[src/rtl/imm_ext_pipe.sv]
// imm_ext_pipe: immediate-generation unit for the decode/execute boundary.
// A raw HWL-bit immediate field is widened to WL bits according to a 2-bit
// extension mode, then carried through DEPTH register stages that follow
// the pipeline's global Flush/Stall controls. The operand therefore reaches
// EX in step with its instruction. Outputs are the last stage's flops only.
module imm_ext_pipe #(
  parameter int HWL   = 16,
  parameter int WL    = 32,
  parameter int DEPTH = 1
) (
  input  logic           clk,
  input  logic           rst,
  input  logic           in_valid,
  input  logic [HWL-1:0] Imm,
  input  logic [1:0]     Mode,
  input  logic           Stall,
  input  logic           Flush,
  output logic           out_valid,
  output logic [WL-1:0]  SImm
);

  // Extension modes as they arrive on the Mode port.
  typedef enum logic [1:0] {
    MODE_SIGN   = 2'b00,
    MODE_ZERO   = 2'b01,
    MODE_UPPER  = 2'b10,
    MODE_BRANCH = 2'b11
  } mode_e;

  // Reject parameter combinations the datapath cannot represent.
  if (HWL < 2 || HWL > WL) begin : g_bad_hwl
    $error("imm_ext_pipe: HWL must lie in 2..WL");
  end
  if (DEPTH < 1 || DEPTH > 4) begin : g_bad_depth
    $error("imm_ext_pipe: DEPTH must lie in 1..4");
  end

  // Widen one immediate field. Size casts do the replication: a cast of a
  // signed operand sign-extends, a cast of an unsigned one zero-fills, and
  // both degenerate to a plain copy when HWL equals WL, so no part-select of
  // an empty upper range is ever formed.
  function automatic logic [WL-1:0] ext_imm(input logic [HWL-1:0] imm,
                                            input mode_e          mode);
    logic [WL-1:0] sext;
    logic [WL-1:0] zext;
    sext = WL'($signed(imm));
    zext = WL'(imm);
    case (mode)
      MODE_SIGN:   ext_imm = sext;
      MODE_ZERO:   ext_imm = zext;
      MODE_UPPER:  ext_imm = zext << (WL - HWL);
      MODE_BRANCH: ext_imm = sext << 2;
      default:     ext_imm = sext;
    endcase
  endfunction

  logic [WL-1:0]    ext_s;
  logic [DEPTH-1:0] valid_d;
  logic [DEPTH-1:0] valid_q;
  logic [WL-1:0]    data_d [DEPTH];
  logic [WL-1:0]    data_q [DEPTH];

  // Next-state for every stage: Flush beats Stall beats advance.
  always_comb begin
    ext_s = ext_imm(Imm, mode_e'(Mode));
    for (int k = 0; k < DEPTH; k++) begin
      valid_d[k] = valid_q[k];
      data_d[k]  = data_q[k];
    end
    if (Flush) begin
      // Kill everything in flight; the input of this cycle is dropped too.
      for (int k = 0; k < DEPTH; k++) begin
        valid_d[k] = 1'b0;
        data_d[k]  = {WL{1'b0}};
      end
    end else if (Stall) begin
      // Hold every stage; upstream keeps presenting the stalled instruction.
      for (int k = 0; k < DEPTH; k++) begin
        valid_d[k] = valid_q[k];
        data_d[k]  = data_q[k];
      end
    end else begin
      // Advance one position. Bubbles always carry zero data.
      valid_d[0] = in_valid;
      if (in_valid) begin
        data_d[0] = ext_s;
      end else begin
        data_d[0] = {WL{1'b0}};
      end
      for (int k = 1; k < DEPTH; k++) begin
        valid_d[k] = valid_q[k-1];
        data_d[k]  = data_q[k-1];
      end
    end
  end

  // Stage registers; reset clears every entry at once.
  always_ff @(posedge clk or posedge rst) begin
    if (rst) begin
      valid_q <= {DEPTH{1'b0}};
      for (int k = 0; k < DEPTH; k++) begin
        data_q[k] <= {WL{1'b0}};
      end
    end else begin
      valid_q <= valid_d;
      for (int k = 0; k < DEPTH; k++) begin
        data_q[k] <= data_d[k];
      end
    end
  end

  // The last stage drives the outputs straight from its flops.
  assign out_valid = valid_q[DEPTH-1];
  assign SImm      = data_q[DEPTH-1];

endmodule

[config.mk]
export PLATFORM = sky130hd
export DESIGN_NAME = imm_ext_pipe
export DESIGN_NICKNAME = d
export VERILOG_FILES = /design/src/rtl/imm_ext_pipe.sv
export SDC_FILE = /design/constraint.sdc
export NUM_CORES = 1
export LEC_CHECK = 0
export BUFFER_PORTS_ARGS = -buffer_cell sky130_fd_sc_hd__buf_2
export CAP_MARGIN = 20
export CORE_UTILIZATION = 35
export DETAILED_ROUTE_END_ITERATION = 8
export PLACE_DENSITY = 0.69
export SETUP_SLACK_MARGIN = 0.02
export SYNTH_ARGS = -nofsm -noshare
export SYNTH_HDL_FRONTEND = slang
export SYNTH_SLANG_ARGS = --single-unit
[constraint.sdc]
create_clock -name clk -period 0.8 [get_ports clk]
set_input_delay 0 -clock clk [delete_from_list [all_inputs] [get_ports clk]]
set_output_delay 0 -clock clk [all_outputs]
set_load 0.05 [all_outputs]
; ---- Word-level counts from Yosys, hierarchy flattened
; Cells that the tools add are included.
[classes]
eq_ne = 4
shifts = 0
muxes = 6
n_reduce_logical = 1
div_mod_pow = 0
magnitude_cmp = 0
bitwise = 0
addsub = 0
mul = 0
[ops]
columns = operator, n
row1 = $pmux 32 s4, 1
row2 = $mux 32, 3
row3 = $eq 2x2->1 const B, 2
row4 = $eq 2x1->1 const B, 1
row5 = $logic_not 2->1, 1
row6 = $mux 1, 2
row7 = $ne 2x1->1 const B, 1
[totals]
output_inout_bits = 33
ramBits = 0
inputBits = 23
latchBits = 0
regBits = 33
romBits = 0
mem_count = 0
wordCells = 13

; ---- Logic depth before layout (Yosys ltp)
; Gate-level depths: netlist (run 1).
[logic_depth]
ltp_word = 5
ltp_mapped = 5
mapped_depth_nobuf = 3

; ---- Worst setup path before layout (run 1)
; OpenSTA, ideal clock, no wires.
[synth_path]
path_kind = input -> register
start = input port Flush
end = register data_q (netlist bit SImm[18])
setup_time_ns = 0.076
setup_slack_ns = -0.214
t_arrival_ns = 0.938
cell_stages = 5
required_ns = 0.724
path_cell_list = or3b_1 -> buf_6 -> a21o_4 -> buf_6 -> o21ai_1
[synth_via]
elab_chain_len = 1
elab_cells_between_ends = 2
cone_classes = eq/ne (1) / mux (1)
[synth_lines]
columns = element, line_no
row1 = from (decl), 17  ; input logic Flush,
row2 = $ne 2x1->1 (no source line) / $mux 32 (equally long branches), --
row3 = "to (signal, indexed assignment)", 102  ; data_q[k] <= {WL{1'b0}};
row4 = "to (signal, indexed assignment)", 107  ; data_q[k] <= data_d[k];
row5 = to (decl), 61  ; logic [WL-1:0] data_q [DEPTH];
; Parallel ways exist; a longest one is shown, timed or not.
; A chain may end at the register's enable or synchronous reset.

; ---- Worst setup path in the final report (run 1)
[layout_path]
start = register data_q (netlist bit SImm[15])
end = output port SImm[15]
[layout_lines]
columns = element, line_no
row1 = to (decl), 19  ; output logic [WL-1:0] SImm
; No word-level cell between the ends.

==> metrics.txt, run 1 <==
# TYPE chip_impl_metric gauge
chip_impl_info{name="status",value="finished, violations left"} 1
chip_impl_info{name="violations",value="setup timing"} 1
chip_impl_metric{name="timing.final.max_slew_violations",unit=""} 0
chip_impl_metric{name="wl_per_cell",unit="um"} 13.5
chip_impl_metric{name="gp_congestion",unit=""} 0.844
chip_impl_metric{name="routed-via-count",unit=""} 1368
chip_impl_metric{name="maxCapViolations",unit=""} 0
chip_impl_info{name="timing.critical_path.max_delay_family",value="flip-flops"} 1
chip_impl_info{name="rsz_0062_raised_after_global_routing",value="true"} 1
chip_impl_metric{name="dieArea",unit="um^2"} 4500
chip_impl_metric{name="cp_slowest_stage_delay",unit="ns"} 0.42
chip_impl_metric{name="synthesis.nets",unit=""} 186
chip_impl_metric{name="grt_remaining_overflow",unit=""} 0
chip_impl_metric{name="cellLeakagePower",unit="nW"} 1.13
chip_impl_info{name="synth_area_leader_cell",value="sky130_fd_sc_hd__dfrtp_1"} 1
chip_impl_metric{name="fmax",unit="GHz"} 1.17
chip_impl_metric{name="clock_tree.buffer_depth",unit=""} 2
chip_impl_info{name="worstPathCellList",value="buf_6"} 1
chip_impl_metric{name="finalNetCount",unit=""} 264
chip_impl_metric{name="syn-cell-area",unit="um^2"} 1480
chip_impl_metric{name="postSynthRegisterBits",unit=""} 33
chip_impl_info{name="worstHoldEndpoint",value="SImm[30]"} 1
chip_impl_metric{name="total_power",unit="W"} 0.00388
chip_impl_metric{name="placedCellCount",unit=""} 268
chip_impl_metric{name="timing_worst_slew_pin_value",unit="ns"} 0.327
chip_impl_info{name="critical_path.endpoint_type",value="output pin"} 1
chip_impl_info{name="crit-reg2reg-launch",value="SImm[22]"} 1
chip_impl_metric{name="clock_transition_at_the_register_clock_pins_on_the_worst_setup_and_hold_paths_after_cts",unit="ns"} 0.07
chip_impl_metric{name="edff_count_synth",unit=""} 0
chip_impl_info{name="hold_path.startpoint",value="Imm[14]"} 1
chip_impl_metric{name="avgSynthCellArea",unit="um^2"} 9.10
chip_impl_metric{name="timing.reg2reg.worst_path_depth",unit=""} 3
chip_impl_info{name="rr_endpoint",value="SImm[22]"} 1
chip_impl_metric{name="setup_tns",unit="ns"} -1.07
chip_impl_metric{name="start_util",unit=""} 0.368
chip_impl_metric{name="layout.core_utilization",unit=""} 0.581
chip_impl_metric{name="num_antenna_cells",unit=""} 0
chip_impl_metric{name="timing.critical_path.required",unit="ns"} 0.80
chip_impl_metric{name="fraction_of_final_layout_cells_sized_beyond_drive_strength_1",unit=""} 0.438
chip_impl_metric{name="place.port_buffers",unit=""} 55
chip_impl_metric{name="number_of_global_route_vias_before_repair",unit=""} 1341
chip_impl_info{name="critical_path.slowest_cell",value="sky130_fd_sc_hd__dfrtp_2"} 1
chip_impl_metric{name="number_of_detailed_route_iterations_in_the_first_pass",unit=""} 4
chip_impl_metric{name="reg2reg_setup_slack",unit="ns"} 0.04
chip_impl_metric{name="grt_start_max_net_pins",unit=""} 34
chip_impl_info{name="hp-class",value="in -> reg"} 1
chip_impl_metric{name="die-width",unit="um"} 67.1
chip_impl_metric{name="library_cells_used_by_synthesis",unit=""} 22
chip_impl_info{name="clock_root_buffer",value="sky130_fd_sc_hd__clkbuf_8"} 1
chip_impl_metric{name="drcViolationCount",unit=""} 0
chip_impl_metric{name="grt_antenna_before_repair",unit=""} 0
chip_impl_metric{name="dp_slack",unit="ns"} -0.355
chip_impl_metric{name="final_hold_vios",unit=""} 0
chip_impl_metric{name="die-height",unit="um"} 67.1
chip_impl_metric{name="std_cell_rows",unit=""} 23
chip_impl_metric{name="pin_count",unit=""} 56
chip_impl_metric{name="final.period_utilization",unit=""} 1.07
chip_impl_metric{name="final_critical_period",unit="ns"} 0.853
chip_impl_metric{name="synthDominantCellAreaShare",unit=""} 0.557
chip_impl_info{name="crit_type",value="reg -> out"} 1
chip_impl_metric{name="synth_sequential_area_ratio",unit=""} 0.557
chip_impl_metric{name="timing.max_slew.rel_slack",unit=""} 0.781
chip_impl_metric{name="cp_max_fo",unit=""} 2
chip_impl_metric{name="share_of_synthesized_flip_flops_with_an_asynchronous_set_or_reset",unit=""} 1.00
chip_impl_metric{name="finalWirelength",unit="um"} 3950
chip_impl_metric{name="cts-buffers-inserted",unit=""} 5
chip_impl_metric{name="final_antenna_net_count",unit=""} 0
chip_impl_info{name="launching_element_type_of_the_critical_path",value="flop"} 1
chip_impl_metric{name="clock_sinks",unit=""} 33
chip_impl_metric{name="synthesis.instances",unit=""} 163
chip_impl_metric{name="cts_h_tree_depth",unit=""} 2
chip_impl_info{name="netlist_top_cells_count",value="sky130_fd_sc_hd__dfrtp_1, sky130_fd_sc_hd__nand2_1, sky130_fd_sc_hd__o21ai_0, sky130_fd_sc_hd__nor2_1, sky130_fd_sc_hd__a21oi_1"} 1
chip_impl_info{name="ys.flop_type",value="sky130_fd_sc_hd__dfrtp_1"} 1
chip_impl_metric{name="final_critical_path_setup_slack",unit="ns"} -0.0528
chip_impl_metric{name="grt_use_total",unit=""} 0.197
chip_impl_metric{name="layout-area-overhead-vs-synth",unit="%"} 57.9
chip_impl_metric{name="hold_crit_depth",unit=""} 3
chip_impl_metric{name="timing.final.setup_violations",unit=""} 33
chip_impl_metric{name="synth_warnings",unit=""} 0
chip_impl_metric{name="path_buf_inv",unit=""} 1
chip_impl_info{name="tritoncts",value="yes"} 1
chip_impl_metric{name="drtIter0Drc",unit=""} 85
chip_impl_metric{name="clk-insertion-delay-late",unit="ns"} 0.28
chip_impl_info{name="synth_top_cells_by_area",value="sky130_fd_sc_hd__dfrtp_1, sky130_fd_sc_hd__nand2_1, sky130_fd_sc_hd__o21ai_0, sky130_fd_sc_hd__nor2b_1, sky130_fd_sc_hd__a21oi_1"} 1
chip_impl_metric{name="grt_first_pass_wirelength",unit="um"} 6450
chip_impl_metric{name="p_per_area",unit="nW/um^2"} 1660
chip_impl_metric{name="arrival",unit="ns"} 0.85
chip_impl_metric{name="clock-skew-final",unit="ns"} 0
chip_impl_metric{name="dp.final_hpwl",unit="um"} 2620
chip_impl_metric{name="core_area",unit="um^2"} 4030
chip_impl_metric{name="drt-vias-per-instance",unit=""} 4.68
chip_impl_metric{name="power.ir.vdd_worst",unit="mV"} 0.795
chip_impl_metric{name="post_layout_nonfiller_instances",unit=""} 292
## cells by family after synthesis
family / synth area share
compound gates: 0.192
buf+inv: 0.0456
flops: 0.557
simple gates: 0.206
## cell type report
| class | instances | area (um^2) |
|---|---|---|
| clock buffers | 8 | 90.1 |
| fillers | 378 | 1690 |
| inverters | 2 | 7.51 |
| multi-input cells | 118 | 629 |
| flip-flops and latches | 33 | 838 |
| well taps | 50 | 62.6 |
| repair buffers | 81 | 713 |
## how the worst max path moves through the flow
| stage | startpoint | endpoint | slack, ns | depth (start not counted) |
|---|---|---|---|---|
| floorplan | Stall | SImm[18] | -0.20 | 5 |
| global placement | Stall | SImm[16] | -0.28 | 4 |
| finish | SImm[15] | SImm[15] | -0.05 | 1 |
| detailed placement | Stall | SImm[16] | -0.35 | 4 |
| CTS | SImm[16] | SImm[16] | -0.06 | 1 |
| global route | SImm[15] | SImm[15] | -0.08 | 1 |
## placed cells by master, fill, tap and decap left out, types with 3 or more instances in the layout
master                          instances
sky130_fd_sc_hd__o21ai_2                3
sky130_fd_sc_hd__dfrtp_2               10
sky130_fd_sc_hd__dfrtp_1               23
sky130_fd_sc_hd__buf_6                 34
sky130_fd_sc_hd__o21ai_1               15
sky130_fd_sc_hd__nor2_1                15
sky130_fd_sc_hd__nor2b_1               12
sky130_fd_sc_hd__o21ai_0               11
sky130_fd_sc_hd__a21oi_1               13
sky130_fd_sc_hd__dlygate4sd3_1          3
sky130_fd_sc_hd__buf_2                 22
sky130_fd_sc_hd__clkbuf_8               6
sky130_fd_sc_hd__nand2_1               31
sky130_fd_sc_hd__buf_4                 20
sky130_fd_sc_hd__and2b_1                3
## per-stage QoR
stage,instance area [um^2],hold slack (ns)
2_1_floorplan,1500,0.128
3_3_place_gp,1880,0.0593
5_1_grt,2340,0.0186
4_1_cts,2300,0.00987
6_report,2340,0.00881
3_5_place_dp,1880,0.0577
## where the power goes
part           total [W]  internal, W  leakage, nW  switching, W
combinational   0.000820     0.000328        0.653      0.000492
sequential       0.00178      0.00173        0.436     0.0000447
clock            0.00128     0.000701       0.0455      0.000583
## flip-flops by register name (all words and copies together), names as in the netlist
signal	count
SImm	32
out_valid	1
## layer usage
layer	GRT usage	routed length (um)
met3	0.0411	164
met1	0.270	1900
met2	0.304	1820
met5	0	0
met4	0.0718	66
## what timing repair did
item,CTS,global route
endpoints found under the hold margin,35,0
gates cloned,1,0
hold buffers,3,0
setup buffers,10,2
endpoints found under the setup margin,39,39
gates resized for setup,68,13
pin swaps,0,1
Note: power is estimated with default switching activity, not from simulation.
==> run 2, diff against run 1 <==
--- a/config.mk
+++ b/config.mk
@@ -7,6 +7,7 @@
 export LEC_CHECK = 0
 export BUFFER_PORTS_ARGS = -buffer_cell sky130_fd_sc_hd__buf_2
 export CAP_MARGIN = 20
+export CORE_MARGIN = 4
 export CORE_UTILIZATION = 35
 export DETAILED_ROUTE_END_ITERATION = 8
 export PLACE_DENSITY = 0.69
==> run 2 against run 1 <==
Against the previous run:
- the flow still finishes with violations (setup timing)
- cell count rose by 1.0%
- setup slack lost 0.016 ns
- clock skew unchanged
- core utilization grew 1.7 points
- global-route usage decreased by 2.7 points
- combinational power rose by 2.8%
- sequential share of layout area shrank 1.3 points
- first-iteration DRC count grew 21%
- final area rose by 3.6%
- largest cell class unchanged
==> metrics.txt, run 2 (synthesized netlist as in run 1, its figures left out) <==
# TYPE chip_impl_metric gauge
chip_impl_info{name="status",value="finished, violations left"} 1
chip_impl_info{name="violations",value="setup timing"} 1
chip_impl_info{name="rsz_0062_raised_after_global_routing",value="true"} 1
chip_impl_info{name="crit_type",value="reg -> out"} 1
chip_impl_metric{name="start_util",unit=""} 0.365
chip_impl_metric{name="p_per_area",unit="nW/um^2"} 1740
chip_impl_info{name="critical_path.endpoint_type",value="output pin"} 1
chip_impl_metric{name="std_cell_rows",unit=""} 23
chip_impl_metric{name="placedCellCount",unit=""} 267
chip_impl_metric{name="drtIter0Drc",unit=""} 103
chip_impl_metric{name="cts-buffers-inserted",unit=""} 5
chip_impl_metric{name="cts_h_tree_depth",unit=""} 2
chip_impl_metric{name="number_of_detailed_route_iterations_in_the_first_pass",unit=""} 4
chip_impl_info{name="critical_path.slowest_cell",value="sky130_fd_sc_hd__dfrtp_2"} 1
chip_impl_metric{name="final_hold_vios",unit=""} 0
chip_impl_metric{name="num_antenna_cells",unit=""} 0
chip_impl_metric{name="nFillCells",unit=""} 357
chip_impl_metric{name="layout.core_utilization",unit=""} 0.598
chip_impl_metric{name="final_critical_path_setup_slack",unit="ns"} -0.0691
chip_impl_metric{name="grt_start_max_net_pins",unit=""} 34
chip_impl_metric{name="dp.final_hpwl",unit="um"} 2810
chip_impl_info{name="most_frequent_cells_in_the_layout",value="sky130_fd_sc_hd__buf_6, sky130_fd_sc_hd__nand2_1, sky130_fd_sc_hd__dfrtp_1"} 1
chip_impl_metric{name="core_area",unit="um^2"} 4060
chip_impl_info{name="tritoncts",value="yes"} 1
chip_impl_metric{name="timing_worst_slew_pin_value",unit="ns"} 0.260
chip_impl_metric{name="clock_tree.buffer_depth",unit=""} 2
chip_impl_metric{name="routed-via-count",unit=""} 1416
chip_impl_metric{name="die-width",unit="um"} 73.1
chip_impl_metric{name="path_buf_inv",unit=""} 1
chip_impl_metric{name="cp_slowest_stage_delay",unit="ns"} 0.42
chip_impl_metric{name="fraction_of_final_layout_cells_sized_beyond_drive_strength_1",unit=""} 0.457
chip_impl_metric{name="clk-insertion-delay-late",unit="ns"} 0.29
chip_impl_metric{name="power.ir.vdd_worst",unit="mV"} 0.776
chip_impl_info{name="hp-class",value="in -> reg"} 1
chip_impl_metric{name="clock_sinks",unit=""} 33
chip_impl_metric{name="wl_per_cell",unit="um"} 14.3
chip_impl_metric{name="finalNetCount",unit=""} 267
chip_impl_metric{name="clock_transition_at_the_register_clock_pins_on_the_worst_setup_and_hold_paths_after_cts",unit="ns"} 0.07
chip_impl_metric{name="maxCapViolations",unit=""} 0
chip_impl_metric{name="total_power",unit="W"} 0.00423
chip_impl_metric{name="place.port_buffers",unit=""} 55
chip_impl_metric{name="die-height",unit="um"} 73.1
chip_impl_metric{name="grt_first_pass_wirelength",unit="um"} 6840
chip_impl_metric{name="timing.critical_path.required",unit="ns"} 0.80
chip_impl_metric{name="dieArea",unit="um^2"} 5340
chip_impl_metric{name="fmax",unit="GHz"} 1.15
chip_impl_metric{name="grt_use_total",unit=""} 0.170
chip_impl_metric{name="finalWirelength",unit="um"} 4210
chip_impl_info{name="worstPathCellList",value="buf_6"} 1
chip_impl_metric{name="cellLeakagePower",unit="nW"} 1.18
chip_impl_metric{name="largest_reg_flops",unit=""} 32
chip_impl_metric{name="grt_antenna_before_repair",unit=""} 0
chip_impl_metric{name="number_of_global_route_vias_before_repair",unit=""} 1451
chip_impl_metric{name="clock-skew-final",unit="ns"} 0
chip_impl_info{name="clock_root_buffer",value="sky130_fd_sc_hd__clkbuf_8"} 1
chip_impl_metric{name="drcViolationCount",unit=""} 0
chip_impl_info{name="final_common_cell",value="sky130_fd_sc_hd__buf_6"} 1
chip_impl_metric{name="post_layout_nonfiller_instances",unit=""} 295
chip_impl_metric{name="final.period_utilization",unit=""} 1.09
chip_impl_metric{name="grt_remaining_overflow",unit=""} 0
chip_impl_metric{name="timing.max_slew.rel_slack",unit=""} 0.827
chip_impl_metric{name="whs",unit="ns"} 0.00793
chip_impl_metric{name="pin_count",unit=""} 56
chip_impl_metric{name="final_antenna_net_count",unit=""} 0
chip_impl_metric{name="final_critical_period",unit="ns"} 0.869
chip_impl_metric{name="gp_congestion",unit=""} 0.798
chip_impl_info{name="timing.critical_path.max_delay_family",value="flip-flops"} 1
chip_impl_info{name="launching_element_type_of_the_critical_path",value="flop"} 1
chip_impl_metric{name="layout-area-overhead-vs-synth",unit="%"} 63.6
chip_impl_metric{name="cp_max_fo",unit=""} 2
chip_impl_metric{name="timing.final.max_slew_violations",unit=""} 0
chip_impl_metric{name="timing.final.setup_violations",unit=""} 33
chip_impl_metric{name="dp_slack",unit="ns"} -0.350
chip_impl_metric{name="arrival",unit="ns"} 0.87
chip_impl_metric{name="drt-vias-per-instance",unit=""} 4.80
==> run 2: cell types whose count changed in the layout (fill, tap and decap cells not counted), sizes merged <==
cell         delta
buf             +2
dlygate4sd3     +2
a21o            -1
bufinv          +1
clkbuf          -1
==> run 2: repair_timing <==
item | in CTS | in global routing
buffers inserted | 10 | 5
gates resized for setup | 70 | 19
endpoints found under the setup margin | 36 | 42
hold endpoints to repair | 36 | 0
pin swaps | 0 | 1
hold buffers | 5 | 0
==> run 2: routing by layer <==
metal	wire (um)	vias to the layer above	share of wire	GRT usage
met5	0	-	0	0
li1	-	703	-	-
met4	76	0	0.018	0.0820
met2	2100	39	0.50	0.262
met1	1810	667	0.43	0.223
met3	220	7	0.052	0.0427
==> run 2: area by class of cell <==
cell class              instances  area, um^2  share of cell area
clock buffers                   7        86.3              0.0356
inverters                       2        7.51             0.00309
clock inverters                 1        30.0              0.0124
multi-input cells             117         629               0.259
well taps                      50        62.6              0.0258
flip-flops and latches         33         838               0.346
repair buffers                 85         772               0.318
==> run 2: worst reg2reg max path: cells and delay by family (launching register included) <==
family                 cells  cell delay [ns]
flip-flops                 1             0.41
buffers and inverters      1             0.15
AO/OA/AOI/OAI              1             0.06
AND/OR/NAND/NOR            1             0.05
==> run 2: power breakdown <==
part	leakage [nW]	internal (W)	switching (W)
registers	0.436	0.00173	0.0000486
clock network	0.0585	0.00101	0.000589
logic	0.681	0.000345	0.000498
total	1.18	0.00309	0.00114
==> run 2: path summary, 6_finish.rpt <==
check | start | end | slack [ns] | depth (start not counted)
setup / recovery | SImm[2] | SImm[2] | -0.07 | 1
max in group asynchronous | rst | SImm[3] | 0.31 | 4
setup reg to reg | SImm[28] | SImm[28] | 0.02 | 3
min in group asynchronous | rst | SImm[21] | 0.30 | 4
hold / removal | Imm[5] | SImm[21] | 0.008 | 3
hold reg to reg | SImm[3] | SImm[3] | 0.51 | 2
==> run 2: stage by stage <==
stage	setup TNS (ns)	instance area [um^2]
after floorplan	-3.50	1500
after global placement	-6.45	1890
after detailed placement	-7.19	1890
after CTS	-1.80	2340
after global routing	-2.50	2430
final	-1.53	2430
==> run 3, diff against run 2 <==
--- a/config.mk
+++ b/config.mk
@@ -9,9 +9,11 @@
 export CAP_MARGIN = 20
 export CORE_MARGIN = 4
 export CORE_UTILIZATION = 35
+export CTS_BUF_LIST = sky130_fd_sc_hd__clkbuf_4
 export DETAILED_ROUTE_END_ITERATION = 8
 export PLACE_DENSITY = 0.69
 export SETUP_SLACK_MARGIN = 0.02
+export SLEW_MARGIN = 20
 export SYNTH_ARGS = -nofsm -noshare
 export SYNTH_HDL_FRONTEND = slang
 export SYNTH_SLANG_ARGS = --single-unit
==> run 3 against run 2 <==
Against the previous run:
- global-route usage up 0.37 points
- largest cell class is now non-clock buffers
- the run ends with hold timing, setup timing left
- clock-buffer cell count shrank 1
- non-clock buffer count rose by 10
- combinational power grew 6.0%
- power down 8.0%
- via count up 0.78%
- wire length increased by 2.4%
- flip-flop and latch count is the same
- critical path depth unchanged
- first-iteration DRC count is 33% lower
- sequential power about the same
- clock skew unchanged
==> metrics.txt, run 3 (synthesized netlist as in run 1, its figures left out) <==
# TYPE chip_impl_metric gauge
chip_impl_metric{name="setup_tns",unit="ns"} -3.01
chip_impl_info{name="crit_type",value="reg -> out"} 1
chip_impl_metric{name="pin_count",unit=""} 56
chip_impl_metric{name="postLayoutCellArea",unit="um^2"} 2520
chip_impl_info{name="timing.critical_path.max_delay_family",value="flip-flops"} 1
chip_impl_metric{name="timing_worst_slew_pin_value",unit="ns"} 0.274
chip_impl_metric{name="core_area",unit="um^2"} 4060
chip_impl_metric{name="std_cell_rows",unit=""} 23
chip_impl_metric{name="dp.final_hpwl",unit="um"} 2810
chip_impl_metric{name="clock_transition_at_the_register_clock_pins_on_the_worst_setup_and_hold_paths_after_cts",unit="ns"} 0.11
chip_impl_metric{name="whs",unit="ns"} -0.00380
chip_impl_metric{name="num_antenna_cells",unit=""} 0
chip_impl_metric{name="clk-insertion-delay-late",unit="ns"} 0.33
chip_impl_metric{name="grt_use_total",unit=""} 0.174
chip_impl_metric{name="timing.max_slew.rel_slack",unit=""} 0.817
chip_impl_metric{name="layout-area-overhead-vs-synth",unit="%"} 70.1
chip_impl_metric{name="cp_max_fo",unit=""} 2
chip_impl_metric{name="dp_slack",unit="ns"} -0.350
chip_impl_metric{name="hold_crit_depth",unit=""} 3
chip_impl_info{name="rsz_0062_raised_after_global_routing",value="true"} 1
chip_impl_metric{name="maxCapViolations",unit=""} 0
chip_impl_metric{name="clock_tree.buffer_depth",unit=""} 2
chip_impl_info{name="rr_endpoint",value="SImm[1]"} 1
chip_impl_metric{name="cts-buffers-inserted",unit=""} 5
chip_impl_info{name="launching_element_type_of_the_critical_path",value="flop"} 1
chip_impl_metric{name="cts_h_tree_depth",unit=""} 2
chip_impl_info{name="critical_path.endpoint_type",value="output pin"} 1
chip_impl_info{name="worstHoldEndpoint",value="SImm[13]"} 1
chip_impl_info{name="clock_root_buffer",value="sky130_fd_sc_hd__clkbuf_4"} 1
chip_impl_metric{name="number_of_detailed_route_iterations_in_the_first_pass",unit=""} 5
chip_impl_metric{name="wl_per_cell",unit="um"} 14.1
chip_impl_info{name="status",value="finished, violations left"} 1
chip_impl_metric{name="clock-skew-final",unit="ns"} 0
chip_impl_metric{name="share_clk_of_total_power",unit=""} 0.312
chip_impl_metric{name="timing.final.setup_violations",unit=""} 34
chip_impl_metric{name="dieArea",unit="um^2"} 5340
chip_impl_metric{name="p_per_area",unit="nW/um^2"} 1540
chip_impl_info{name="final_common_cell",value="sky130_fd_sc_hd__buf_6"} 1
chip_impl_metric{name="clock_sinks",unit=""} 33
chip_impl_metric{name="grt_first_pass_wirelength",unit="um"} 7120
chip_impl_metric{name="timing.critical_path.required",unit="ns"} 0.80
chip_impl_info{name="tritoncts",value="yes"} 1
chip_impl_info{name="violations",value="hold timing, setup timing"} 1
chip_impl_metric{name="die-width",unit="um"} 73.1
chip_impl_info{name="most_frequent_cells_in_the_layout",value="sky130_fd_sc_hd__buf_6, sky130_fd_sc_hd__nand2_1, sky130_fd_sc_hd__dfrtp_1"} 1
chip_impl_metric{name="number_of_global_route_vias_before_repair",unit=""} 1468
chip_impl_info{name="worstPathCellList",value="buf_6"} 1
chip_impl_metric{name="grt_antenna_before_repair",unit=""} 0
chip_impl_metric{name="drtIter0Drc",unit=""} 69
chip_impl_metric{name="grt_remaining_overflow",unit=""} 0
chip_impl_metric{name="cellLeakagePower",unit="nW"} 1.22
chip_impl_metric{name="final_critical_period",unit="ns"} 0.919
chip_impl_metric{name="final_hold_vios",unit=""} 2
chip_impl_metric{name="power.share.sequential",unit=""} 0.458
chip_impl_metric{name="final_antenna_net_count",unit=""} 0
chip_impl_metric{name="place.port_buffers",unit=""} 55
chip_impl_metric{name="routed-via-count",unit=""} 1427
chip_impl_metric{name="placedInstanceArea",unit="um^2"} 1890
chip_impl_metric{name="power_report.internal_total",unit="W"} 0.00280
chip_impl_metric{name="drt-vias-per-instance",unit=""} 4.68
chip_impl_metric{name="final_critical_path_setup_slack",unit="ns"} -0.119
chip_impl_metric{name="p_switching",unit="W"} 0.00109
chip_impl_metric{name="fraction_of_final_layout_cells_sized_beyond_drive_strength_1",unit=""} 0.427
chip_impl_metric{name="cp_slowest_stage_delay",unit="ns"} 0.44
chip_impl_info{name="hold_path.startpoint",value="Imm[11]"} 1
chip_impl_metric{name="timing.final.max_slew_violations",unit=""} 0
chip_impl_info{name="critical_path.slowest_cell",value="sky130_fd_sc_hd__dfrtp_2"} 1
chip_impl_metric{name="timing.reg2reg.worst_path_depth",unit=""} 2
chip_impl_metric{name="start_util",unit=""} 0.365
chip_impl_metric{name="power.ir.vdd_worst",unit="mV"} 0.812
chip_impl_info{name="hp-class",value="in -> reg"} 1
chip_impl_metric{name="arrival",unit="ns"} 0.92
chip_impl_metric{name="path_buf_inv",unit=""} 1
chip_impl_info{name="crit-reg2reg-launch",value="SImm[1]"} 1
chip_impl_metric{name="final.period_utilization",unit=""} 1.15
chip_impl_metric{name="gp_congestion",unit=""} 0.798
chip_impl_metric{name="grt_start_max_net_pins",unit=""} 34
chip_impl_metric{name="fmax",unit="GHz"} 1.09
chip_impl_metric{name="combinationalPowerShare",unit=""} 0.230
chip_impl_metric{name="finalWirelength",unit="um"} 4310
chip_impl_metric{name="reg2reg_setup_slack",unit="ns"} -0.03
chip_impl_metric{name="die-height",unit="um"} 73.1
chip_impl_metric{name="power_switching_share",unit=""} 0.280
chip_impl_metric{name="drcViolationCount",unit=""} 0
chip_impl_metric{name="largest_reg_flops",unit=""} 32
chip_impl_metric{name="finalNetCount",unit=""} 277
==> run 3: cell types whose count changed in the layout (fill, tap and decap cells not counted), moves of 4 or more <==
cell and delta:
sky130_fd_sc_hd__dlygate4sd3_1 +13, sky130_fd_sc_hd__buf_6 +6, sky130_fd_sc_hd__clkbuf_4 +6, sky130_fd_sc_hd__clkbuf_8 -6, sky130_fd_sc_hd__o21ai_0 -5, sky130_fd_sc_hd__buf_2 -4, sky130_fd_sc_hd__buf_4 -4, sky130_fd_sc_hd__o21ai_1 +4
==> run 3: layer usage <==
| metal | up-vias | global-route usage | share of wire | wire (um) |
|---|---|---|---|---|
| li1 | 722 | - | - | - |
| met1 | 668 | 0.231 | 0.44 | 1910 |
| met2 | 33 | 0.285 | 0.51 | 2180 |
| met3 | 4 | 0.0372 | 0.043 | 186 |
| met4 | 0 | 0.0492 | 0.0081 | 35 |
| met5 | - | 0 | 0 | 0 |
==> run 3: power groups by stage <==
stage	sequential [W]	combinational [W]	clock [W]
6_report	0.00178	0.000894	0.00122
5_1_grt	0.00179	0.000954	0.00135
4_1_cts	0.00178	0.000856	0.00125
3_5_place_dp	0.00179	0.000681	0
3_3_place_gp	0.00179	0.000677	0
2_1_floorplan	0.00201	0.000217	0
==> run 3: worst max-delay path by stage <==
stage | from | end | slack [ns] | depth (start not counted)
floorplan | Stall | SImm[18] | -0.20 | 5
finish | SImm[2] | SImm[2] | -0.12 | 1
detailed placement | Stall | SImm[16] | -0.35 | 4
CTS | SImm[2] | SImm[2] | -0.13 | 1
global route | SImm[16] | SImm[16] | -0.16 | 1
global placement | Stall | SImm[16] | -0.28 | 4
==> run 3: stage by stage <==
stage	power [W]	utilization	hold slack, ns	std cells
after floorplan	0.00223	-	0.128	163
after global placement	0.00247	0.465	0.0618	267
after detailed placement	0.00248	0.465	0.0557	267
after CTS	0.00388	0.600	0.00348	304
after global routing	0.00409	0.622	0.00254	305
final	0.00389	0.622	-0.00380	305
==> run 3: cell type report <==
type | count | area (um^2)
multi-input combinational | 117 | 631
clock inverter | 2 | 33.8
tap | 50 | 62.6
fill | 343 | 1540
timing repair buffer | 95 | 905
clock buffer | 6 | 45.0
inverter | 2 | 7.51
sequential | 33 | 838
==> run 3: timing repair <==
item / 4_1_cts / 5_1_grt
hold buffers: 17 / 1
gates resized for setup: 68 / 31
buffers inserted: 12 / 4
hold endpoints to repair: 55 / 1
endpoints found under the setup margin: 33 / 48
pin swaps: 0 / 1
==> run 3: worst register-to-register path, stage by stage, from the launching register on <==
cell and delay [ns]:
sky130_fd_sc_hd__dfrtp_2 0.42, sky130_fd_sc_hd__buf_6 0.12, sky130_fd_sc_hd__a22o_1 0.19
